`config.mk`:
```
export PLATFORM = sky130hd
export DESIGN_NAME = alu_seq
export DESIGN_NICKNAME = d
export VERILOG_FILES = /design/src/rtl/alu_seq.sv
export SDC_FILE = /design/constraint.sdc
export NUM_CORES = 1
export LEC_CHECK = 0
export CAP_MARGIN = 20
export CORE_MARGIN = 2
export CORE_UTILIZATION = 55
export DETAILED_ROUTE_END_ITERATION = 12
export PLACE_DENSITY = 0.86
export SLEW_MARGIN = 30
export SYNTH_ARGS = -nofsm -noshare
export SYNTH_HDL_FRONTEND = slang
export SYNTH_SLANG_ARGS = --single-unit
export TNS_END_PERCENT = 30
```
`constraint.sdc`:
```
create_clock -name clock -period 5.45 [get_ports clock]
set_input_delay 1.09 -clock clock [delete_from_list [all_inputs] [get_ports clock]]
set_output_delay 1.09 -clock clock [all_outputs]
set_load 0.02 [all_outputs]
```
`src/rtl/alu_seq.sv`:
```
// Sequential ALU: captures operands on start, evaluates single-cycle ops in EXEC
// and unsigned multiply by shift-add in MUL, then pulses done for one cycle.
module alu_seq #(
  parameter int WIDTH = 4
) (
  input  logic                 clock,
  input  logic                 reset,
  input  logic                 start,
  input  logic [2:0]           op,
  input  logic [WIDTH-1:0]     a,
  input  logic [WIDTH-1:0]     b,
  input  logic                 use_acc,
  output logic [2*WIDTH-1:0]   result,
  output logic                 busy,
  output logic                 done
);

  localparam int RW = 2 * WIDTH;
  localparam int CW = (WIDTH > 2) ? $clog2(WIDTH) : 1;

  localparam logic [2:0] OP_INC = 3'd0;
  localparam logic [2:0] OP_ADD = 3'd1;
  localparam logic [2:0] OP_SUB = 3'd2;
  localparam logic [2:0] OP_LOG = 3'd3;
  localparam logic [2:0] OP_ROR = 3'd4;
  localparam logic [2:0] OP_CAT = 3'd5;
  localparam logic [2:0] OP_MUL = 3'd6;
  localparam logic [2:0] OP_SHL = 3'd7;

  typedef enum logic [1:0] {
    S_IDLE = 2'd0,
    S_EXEC = 2'd1,
    S_MUL  = 2'd2,
    S_DONE = 2'd3
  } state_t;

  state_t          r_state;
  state_t          w_state_next;

  logic [2:0]      r_op;
  logic [WIDTH-1:0] r_a;
  logic [WIDTH-1:0] r_b;
  logic [RW-1:0]   r_result;
  logic [RW-1:0]   r_mcand;
  logic [WIDTH-1:0] r_mplier;
  logic [RW-1:0]   r_acc;
  logic [CW-1:0]   r_count;

  logic [WIDTH-1:0] w_b_eff;
  logic             w_mul_last;
  logic [RW-1:0]    w_acc_next;
  logic [WIDTH:0]   w_sum;
  logic [WIDTH-1:0] w_diff;
  logic [RW-1:0]    w_a_ext;
  logic [31:0]      w_b32;
  logic [31:0]      w_shamt;
  logic [RW-1:0]    w_exec_res;

  // The accumulator feedback reads the result as it stands on the start edge.
  assign w_b_eff    = use_acc ? r_result[WIDTH-1:0] : b;
  assign w_mul_last = (r_count == CW'(WIDTH - 1));
  assign w_acc_next = r_acc + (r_mplier[0] ? r_mcand : '0);

  assign w_sum   = {1'b0, r_a} + {1'b0, r_b};
  assign w_diff  = r_a - r_b;
  assign w_a_ext = RW'(r_a);
  assign w_b32   = 32'(r_b);
  assign w_shamt = w_b32 % 32'(RW);

  always_comb begin
    // NOTE: every combinational output gets a default first so no latch is inferred.
    w_exec_res = '0;
    case (r_op)
      OP_INC:  w_exec_res = w_a_ext + RW'(1);
      OP_ADD:  w_exec_res = RW'(w_sum);
      OP_SUB:  w_exec_res = {{WIDTH{w_diff[WIDTH-1]}}, w_diff};
      OP_LOG:  w_exec_res = {r_a | r_b, r_a ^ r_b};
      OP_ROR:  w_exec_res = RW'(|{r_a, r_b});
      OP_CAT:  w_exec_res = {r_a, r_b};
      OP_SHL:  w_exec_res = w_a_ext << w_shamt;
      default: w_exec_res = r_result;
    endcase
  end

  always_comb begin
    w_state_next = r_state;
    case (r_state)
      S_IDLE: begin
        if (start) begin
          w_state_next = (op == OP_MUL) ? S_MUL : S_EXEC;
        end
      end
      S_EXEC:  w_state_next = S_DONE;
      S_MUL: begin
        if (w_mul_last) begin
          w_state_next = S_DONE;
        end
      end
      S_DONE:  w_state_next = S_IDLE;
      default: w_state_next = S_IDLE;
    endcase
  end

  always_ff @(posedge clock or posedge reset) begin
    if (reset) begin
      r_state <= S_IDLE;
    end else begin
      // NOTE: sequential state uses non-blocking assignments so all registers update together.
      r_state <= w_state_next;
    end
  end

  always_ff @(posedge clock or posedge reset) begin
    if (reset) begin
      r_op     <= '0;
      r_a      <= '0;
      r_b      <= '0;
      r_result <= '0;
      r_mcand  <= '0;
      r_mplier <= '0;
      r_acc    <= '0;
      r_count  <= '0;
    end else begin
      case (r_state)
        S_IDLE: begin
          if (start) begin
            r_op     <= op;
            r_a      <= a;
            r_b      <= w_b_eff;
            r_mcand  <= RW'(a);
            r_mplier <= w_b_eff;
            r_acc    <= '0;
            r_count  <= '0;
          end
        end
        S_EXEC: begin
          r_result <= w_exec_res;
        end
        S_MUL: begin
          // Result is written only on the last partial product so it never shows a partial sum.
          r_acc    <= w_acc_next;
          r_mcand  <= r_mcand << 1;
          r_mplier <= r_mplier >> 1;
          r_count  <= r_count + CW'(1);
          if (w_mul_last) begin
            r_result <= w_acc_next;
          end
        end
        default: begin
        end
      endcase
    end
  end

  assign result = r_result;
  assign busy   = (r_state == S_EXEC) || (r_state == S_MUL);
  assign done   = (r_state == S_DONE);

endmodule
```
==> results.toml <==
[global_routing]
grt_pass1_vias = 2516
grt.total_usage_pct = 24.21
grt_max_degree = 44
gr-total-overflow = 0
antenna_found_initial = 0
grt_pass1_wl_um = 11780

[clock_tree]
clk_latency_ps = 310
cts-buffers-inserted = 5
postCtsSetupRepairBufs = 0
htreeDepth = 2
ctsLongestPathBuffers = 2
cts_tree = "yes"
path_clk_slew_ps = 90
ctsResizeCount = 0
clockRootBuffer = "clkbuf_8"
clock-sinks = 43
cts_hold_buf = 0

[setup_path]
worst_setup_path_start_kind = "flop"
critPathKind = "reg2reg"
r2r_start = "r_state[0]"
ff2ff_setup_slack_ps = 2320
cp_cell_sequence = "inv_1, ha_1, inv_1, o21a_2, nor2_1, mux2_2"
crit_required_ps = 5690
path_max_fanout = 31
cp.arrival_ps = 3370
max_stage_delay_ps = 750
critPathTopFamily = "adder cells"
worst_path_most_repeated_cell = "inv_1"
critPathBufInv = 2
worstRegToRegCells = 6
slowest_stage = "ha_1"
end_kind = "flop"
r2r_end = "r_count[0]"

[logic_synthesis]
syn-cell-area_sq_um = 3037
synth.distinct_cells = 56
yosys_register_bits = 43
yosysWarnings = 0
syn_nets = 370
yosysTopAreaCell = "dfrtp_1"
ys.flop_type = "dfrtp_1"
syn_inst = 327
yosysTopAreaCellShare_pct = 35.43
syn_area_per_cell_sq_um = 9.286
synth-edff-count = 0
synthArstFlopShare_pct = 100.0
yosysSeqAreaShare_pct = 35.43
synth_area_leaders = "dfrtp_1 35%, ha_1 10%, mux2i_1 4.6%"

[die]
rows = 27
die_w_um = 78.31
start_util_pct = 56.18
pin_count = 25
design.core.area_sq_um = 5405
dieHeight_um = 78.31
design.die.area_sq_um = 6132

[min_path]
hp-start = "r_acc[5]"
hp-class = "reg2reg"
min_path_cells = 2
min_to = "r_acc[5]"

[drt]
drc = 0
avgRoutedWirePerCell_um = 17.03
detail_route.first_pass.iterations = 5
vias_per_cell = 6.287
ant_nets = 0
drt-initial-drc-count = 260
vias = 2603
routed_wl_um = 7052

[sta]
period_minus_slack_ps = 3129
slew_viol_final = 0
fmax_mhz = 319.6
grt_setup_unrepaired = "no"
final.period_utilization_pct = 57.41
tns_ps = 0
worst_pin_slew_ps = 882.5
setup_violations = 0
maxSlewHeadroom_pct = 41.17
finalHoldViolations = 0
fin_skew_ps = 13.39

[status]
status = "finished clean"

[cells_and_area]
postLayoutCellArea_sq_um = 3374
final_layout_size_suffix_gt1_share_pct = 5.848
syn_to_final_growth_pct = 11.12
n_antenna_cell = 0
mostFrequentLayoutCells = "43 x dfrtp_1, 36 x nand2_1, 25 x ha_1"
final_common_cell = "dfrtp_1"
fin_nets = 384
fillers = 462

[placement]
dp_hpwl_um = 5278
place.gp.congestion = 0.9679
io_buffer_count = 24
place_area_sq_um = 3288

[pwr]
power.leakage_nw = 1.616
power_density_nw_per_um2 = 595.8
peakVddDrop_v = 0.0004736

[run]
maxCapViolCount = 0
-- how the worst max path moves through the flow --
stage | start | to | slack [ps] | cells past startpoint
after floorplan | start | r_acc[4] | 3130 | 5
after global placement | start | r_count[0] | 1890 | 5
after detailed placement | start | r_count[0] | 1760 | 5
after CTS | start | r_count[0] | 2090 | 5
after global routing | r_state[0] | r_count[0] | 2130 | 6
final | r_state[0] | r_count[0] | 2320 | 6
-- report_power, final --
group | switching (W) | internal, W
Sequential | 0.000214 | 0.000445
Clock | 0.000111 | 0.0000896
Combinational | 0.000637 | 0.000514
Total | 0.000962 | 0.00105
-- metrics by stage --
step	setup slack, ps	total power [W]	cells	hold slack, ps	utilization (%)
2_1_floorplan	3133	0.001480	327	449.3	-
3_3_place_gp	1885	0.001744	406	461.0	60.83
3_5_place_dp	1761	0.001796	406	483.9	60.83
4_1_cts	2087	0.002003	414	504.2	62.41
5_1_grt	2135	0.002165	414	524.9	62.43
6_report	2321	0.002011	414	502.9	62.43
-- Yosys cell counts (all sizes together), types with 5 or more instances --
cell type,number
nor4,5
buf,7
nor2,20
inv,20
dfrtp,43
nor3,5
ha,25
and2,10
clkbuf,11
mux2,8
a22o,11
mux2i,14
a21o,8
o21ai,25
a21oi,14
nand2,36
-- routing by layer --
metal | vias to the layer above | GRT usage [%] | share of wire (%) | routed length, um
met5 | - | 0 | 0 | 0
li1 | 1206 | - | - | -
met3 | 27 | 3.678 | 6.0 | 426
met4 | 0 | 10.35 | 3.5 | 248
met2 | 111 | 41.12 | 49 | 3468
met1 | 1259 | 30.85 | 41 | 2908
-- tightest hold or removal path, stage by stage (launching register included) --
cell	delay, ps
dfrtp_1	360
nand2_1	50
o21ai_0	60
-- logic make-up (layout without fill, tap and decap cells) --
logic type | after synthesis | in the layout | synth area share [%]
buf+inv | 38 | 53 | 5.315
mux | 23 | 23 | 8.323
flops | 43 | 43 | 35.43
xor+xnor | 7 | 7 | 2.019
simple gates | 95 | 95 | 15.20
compound gates | 93 | 93 | 21.43
fa+ha+maj | 28 | 28 | 12.28
-- cell type report --
cell class              count  area, sq um  share of cell area, %
flip-flops and latches     43         1076                  31.89
clock buffers               6        72.57                  2.151
clock inverters             2        12.51                 0.3708
inverters                  20        75.07                  2.225
repair buffers             25        247.7                  7.341
multi-input cells         246         1800                  53.36
well taps                  72        90.09                  2.670
-- registers in the layout (all words and copies together), names as in the netlist, 3 cells and up --
name / cells
r_a: 4
r_acc: 8
r_b: 4
r_mcand: 8
r_mplier: 4
r_op: 3
result: 8
No activity file was read; power rests on OpenSTA's default activity.
